$ cat src/rtl/instr_issue_ctrl.sv
// instr_issue_ctrl: single-issue instruction controller. It accepts one
// instruction word, decodes it, waits one cycle for the external ALU
// result and writes that result back to the register file. A legal
// instruction takes four cycles: IDLE, DECODE, EXEC, WB.
module instr_issue_ctrl #(
  parameter int RWIDTH = 6,
  parameter int DWIDTH = 32,
  parameter int IMM_IN = 15
) (
  input  logic              clk,
  input  logic              rst_n,
  input  logic [31:0]       instr,
  input  logic              instr_valid,
  output logic              instr_ready,
  input  logic [DWIDTH-1:0] ALUresult,
  output logic [RWIDTH-1:0] rs,
  output logic [RWIDTH-1:0] rt,
  output logic [RWIDTH-1:0] rd,
  output logic [DWIDTH-1:0] wd,
  output logic              we,
  output logic              muxsel1,
  output logic [IMM_IN-1:0] imm_in,
  output logic [3:0]        ALUopsel,
  output logic              done,
  output logic              illegal,
  output logic [15:0]       retired_cnt
);

  typedef enum logic [1:0] {
    IDLE   = 2'd0,
    DECODE = 2'd1,
    EXEC   = 2'd2,
    WB     = 2'd3
  } state_t;

  state_t            state_q;
  state_t            state_d;
  logic              run_q;      // 0 while in reset, 1 from the first clk edge after it
  logic [31:0]       instr_q;    // instruction in flight
  logic [4:0]        opcode;
  logic              is_rtype;
  logic              is_itype;
  logic              legal;
  logic [RWIDTH-1:0] dest;

  // Decode is a pure function of the captured word, so the operand fields
  // stay stable through EXEC and hold their last values in IDLE.
  assign opcode   = instr_q[31:27];
  assign is_rtype = (opcode == 5'b00000);
  assign is_itype = opcode[4];
  assign legal    = is_rtype | is_itype;
  assign dest     = is_itype ? instr_q[20:15] : instr_q[14:9];

  assign rs       = instr_q[26:21];
  assign rt       = instr_q[20:15];
  assign imm_in   = instr_q[14:0];
  assign muxsel1  = is_itype;
  assign ALUopsel = is_itype ? opcode[3:0] : instr_q[3:0];

  // State register.
  // NOTE: sequential state uses non-blocking assignments so every register
  // samples pre-edge values regardless of block ordering.
  always_ff @(posedge clk or negedge rst_n) begin
    if (!rst_n) begin
      state_q <= IDLE;
    end else begin
      state_q <= state_d;
    end
  end

  // Keeps instr_ready low while reset is held even though the FSM sits in IDLE.
  always_ff @(posedge clk or negedge rst_n) begin
    if (!rst_n) begin
      run_q <= 1'b0;
    end else begin
      run_q <= 1'b1;
    end
  end

  // Next-state logic.
  // NOTE: defaulting state_d before the case keeps this block free of latches.
  always_comb begin
    state_d = state_q;
    unique case (state_q)
      IDLE:    if (instr_valid && instr_ready) state_d = DECODE;
      DECODE:  state_d = legal ? EXEC : IDLE;
      EXEC:    state_d = WB;
      WB:      state_d = IDLE;
      default: state_d = IDLE;
    endcase
  end

  // Per-state strobes. They decode the asynchronously reset state register,
  // so reset drops we immediately, without waiting for a clock edge.
  always_comb begin
    instr_ready = 1'b0;
    illegal     = 1'b0;
    done        = 1'b0;
    we          = 1'b0;
    unique case (state_q)
      IDLE:    instr_ready = run_q;
      DECODE:  illegal     = ~legal;
      EXEC:    ;
      WB: begin
        done = 1'b1;
        we   = (rd != '0);
      end
      default: ;
    endcase
  end

  // Datapath registers: captured instruction, write-back target and data, retire counter.
  // NOTE: every register here is reset, including the captured instruction,
  // so the decoded outputs come up as zero.
  always_ff @(posedge clk or negedge rst_n) begin
    if (!rst_n) begin
      instr_q     <= '0;
      rd          <= '0;
      wd          <= '0;
      retired_cnt <= '0;
    end else begin
      if (instr_valid && instr_ready) begin
        instr_q <= instr;
      end
      if (state_q == EXEC) begin
        wd <= ALUresult;
        rd <= dest;
      end
      if (state_q == WB) begin
        retired_cnt <= retired_cnt + 16'd1;
      end
    end
  end

endmodule
$ cat config.mk
export PLATFORM = sky130hd
export DESIGN_NAME = instr_issue_ctrl
export DESIGN_NICKNAME = d
export VERILOG_FILES = /design/src/rtl/instr_issue_ctrl.sv
export SDC_FILE = /design/constraint.sdc
export NUM_CORES = 1
export LEC_CHECK = 0
export BUFFER_PORTS_ARGS = -buffer_cell sky130_fd_sc_hd__buf_4
export CORE_UTILIZATION = 35
export CTS_BUF_LIST = sky130_fd_sc_hd__clkbuf_16
export DETAILED_ROUTE_END_ITERATION = 7
export RECOVER_POWER = 25
export SYNTH_ARGS = -nofsm -noshare
export SYNTH_HDL_FRONTEND = slang
export SYNTH_SLANG_ARGS = --single-unit
export TNS_END_PERCENT = 30
$ cat constraint.sdc
create_clock -name clk -period 1.4 [get_ports clk]
set_input_delay 0.14 -clock clk [delete_from_list [all_inputs] [get_ports clk]]
set_output_delay 0.14 -clock clk [all_outputs]
set_load 0.1 [all_outputs]
==> summary.md <==
| Metric | Value |
|---|---|
| Status | `complete, but fails checks` |
| Failing checks | `setup timing` |
| Worst setup SP type | `flip-flop` |
| Detailed Route WL | `8140 µm` |
| Req. time, crit path | `1.26 ns` |
| Vias per std cell | `4.53` |
| I/O Pins | `157` |
| Largest net degree at the start of global routing | `40` |
| Dpl ws | `-0.0602 ns` |
| Hold Crit Start | `instr[4]` |
| Worst-path clk slew | `0.07 ns` |
| Final #Nets | `499` |
| Post-synthesis net count | `337` |
| Register-to-Register Path Depth | `6` |
| Drt drc | `0` |
| Initial cell density of the core | `35.9%` |
| Most common cell after layout, fill and taps aside | `buf_4` |
| Share of cells above drive strength 1 | `65.4%` |
| Die X-Extent | `108 µm` |
| CTS Root Buffer Type | `clkbuf_16` |
| Worst path arrival time | `1.47 ns` |
| Synth Instances | `269` |
| Row cnt | `38` |
| Max Buffers Root-to-Sink | `2` |
| Setup Viol. Count Final | `76` |
| I/O Buffers | `156` |
| Gr usage total | `14.9%` |
| Chip Height | `108 µm` |
| CTS Buf Count | `9` |
| TritonCTS Sinks | `89` |
| WL per Instance | `14.1 µm` |
| Clk Latency, worst-skew pair | `0.33 ns` |
| Initial antenna violation count | `0` |
| Slew HR | `62.6%` |
| CTS tree | `built` |
| Post-layout min period | `1.61 ns` |
| Worst hold path depth | `2` |
| CORE AREA | `10900 µm²` |
| Htree depth | `3` |
| Final worst slack | `-0.211 ns` |
| Setup CP Type | `flip-flop to output port` |
| Routed Antenna Nets | `0` |
| ANT cells | `0` |
| Fin. max-slew vios | `0` |
| RSZ-0062 raised after global routing | `yes` |
| Mapped Area | `3910 µm²` |
| GP Congestion | `0.707` |
| Top-area cell type share of the netlist area | `56.9%` |
| Worst hold path class | `input pin to flip-flop` |
| Reg-to-reg critical path endpoint | `instr_q[17]$_DFFE_PN0P_` |
| Cell variety after synth | `28` |
| Slew @ Worst Pin | `0.560 ns` |
| Detailed-route via count | `2608` |
| Multi-input gate area | `1430 µm²` |
| Number of global-route vias before repair | `2709` |
| Gr ovfl total | `0` |
| Area leader, netlist | `dfrtp_1` |
| Layout Area Growth over Synthesis | `47.2%` |
| Top cells by area, synth | `dfrtp_1, mux2_2, mux2_4, buf_4, xnor2_1` |
| First-pass GRT wire length | `13400 µm` |
| Max frequency | `0.621 GHz` |
| Most frequent cells in the layout | `buf_4, dfrtp_1, mux2_2` |
| #FFs+latches synth | `89` |
| Hold Path Sink | `instr_q[4]$_DFFE_PN0P_` |
| Hpwl dp | `5860 µm` |
| Final-report hold violation count | `0` |
| Sequential fraction of the synthesis area | `56.9%` |
| Max-cap viol count | `0` |
| DRT Pass-1 Iters | `4` |
| R2R Setup Slk | `-0.20 ns` |
| Fill cells | `941` |
| Syn. warnings | `0` |
| Crit share post-route | `115%` |
| Crit path capture type | `output port` |
| Avg Cell Area, Syn | `14.5 µm²` |
| Reg area | `2250 µm²` |
| Die area | `11600 µm²` |
| Clock skew | `0.00792 ns` |
| Crit Path Max Fanout | `3` |
| Iter 0 DRT Violations | `45` |
==> flip-flops by register name, summed over array words and instances (netlist names), named ones only <==
register,count
rd,6
retired_cnt,16
state_q,1
wd,32
instr_q,32
run_q,1
==> through the flow <==
step | setup TNS, ns | util (%) | hold WS, ns | cells | instance area, µm²
2_1_floorplan | -39.68 | - | -0.156 | 269 | 3980
3_3_place_gp | -0.822 | 47.9 | 0.0503 | 548 | 5220
3_5_place_dp | -1.38 | 47.9 | 0.0552 | 548 | 5220
4_1_cts | -6.51 | 52.8 | 0.0190 | 574 | 5750
5_1_grt | -13.80 | 52.9 | 0.0194 | 576 | 5760
6_report | -6.60 | 52.9 | 0.0334 | 576 | 5760
==> critical path, cell delays in order, from the launching register on <==
cell	delay, ns
dfrtp_1	0.40
buf_6	0.13
or2b_1	0.26
nor3_4	0.16
buf_12	0.20
==> synthesized netlist by cell type <==
cell type	n
or2b_1	1
buf_12	4
and3_1	4
o21ai_0	7
inv_1	2
nand2b_1	2
nor2_1	3
nand2_1	14
dfrtp_1	89
buf_4	30
nand3_1	1
xnor2_1	14
buf_2	3
a21oi_1	1
mux2_4	29
conb_1	1
xor2_1	1
nor3_2	1
mux2i_1	6
and4_1	1
nor4_1	2
nand4_1	8
clkbuf_1	1
nor3_1	1
and2_4	1
ha_1	1
nor3b_2	1
mux2_2	40
==> area by class of cell <==
type | count | share of cell area (%)
clock buffers | 9 | 3.91
clock inverters | 7 | 1.50
inverters | 2 | 0.130
multi-input cells | 140 | 24.8
flip-flops and latches | 89 | 39.1
well taps | 140 | 3.04
repair buffers | 189 | 27.5
==> worst max path at each step <==
stage                                start                 endpoint  slack (ns)
finish                           flip-flop                  illegal       -0.21
global route                     flip-flop                  illegal       -0.27
CTS                              flip-flop                  illegal       -0.26
detailed placement  state_q[0]$_DFFE_PN0P_  instr_q[14]$_DFFE_PN0P_       -0.06
global placement    state_q[0]$_DFFE_PN0P_  instr_q[20]$_DFFE_PN0P_       -0.03
floorplan           state_q[0]$_DFFE_PN0P_  instr_q[10]$_DFFE_PN0P_       -0.85
==> timing repair <==
| item | CTS | global route |
|---|---|---|
| pin swaps | 4 | 6 |
| hold endpoints to repair | 26 | 0 |
| buffers inserted | 8 | 3 |
| hold buffers | 1 | 0 |
| gates resized for setup | 32 | 6 |
| setup endpoints to repair | 43 | 84 |
| gates cloned | 1 | 0 |
==> cells by family (layout without fill, tap and decap cells) <==
group	count (synthesis)	in the layout	synth area share, %
AO/OA/AOI/OAI	8	8	1.02
XOR/XNOR	15	15	3.36
adder cells (fa/ha/maj)	1	1	0.320
buffers and inverters	40	207	8.47
flip-flops	89	89	56.9
multiplexers	75	75	24.2
other	1	1	0.0958
AND/OR/NAND/NOR	40	40	5.66
==> per-layer routing <==
layer / wire length [µm] / track usage (%) / part of all wire (%)
met1: 3560 / 19.4 / 44
met2: 3850 / 23.1 / 47
met3: 634 / 5.39 / 7.8
met4: 97 / 4.70 / 1.2
met5: 0 / 0 / 0
Power is left out: the tool's default activity adds up to more than one toggle a clock period on the data nets, which glitch-free logic cannot reach.
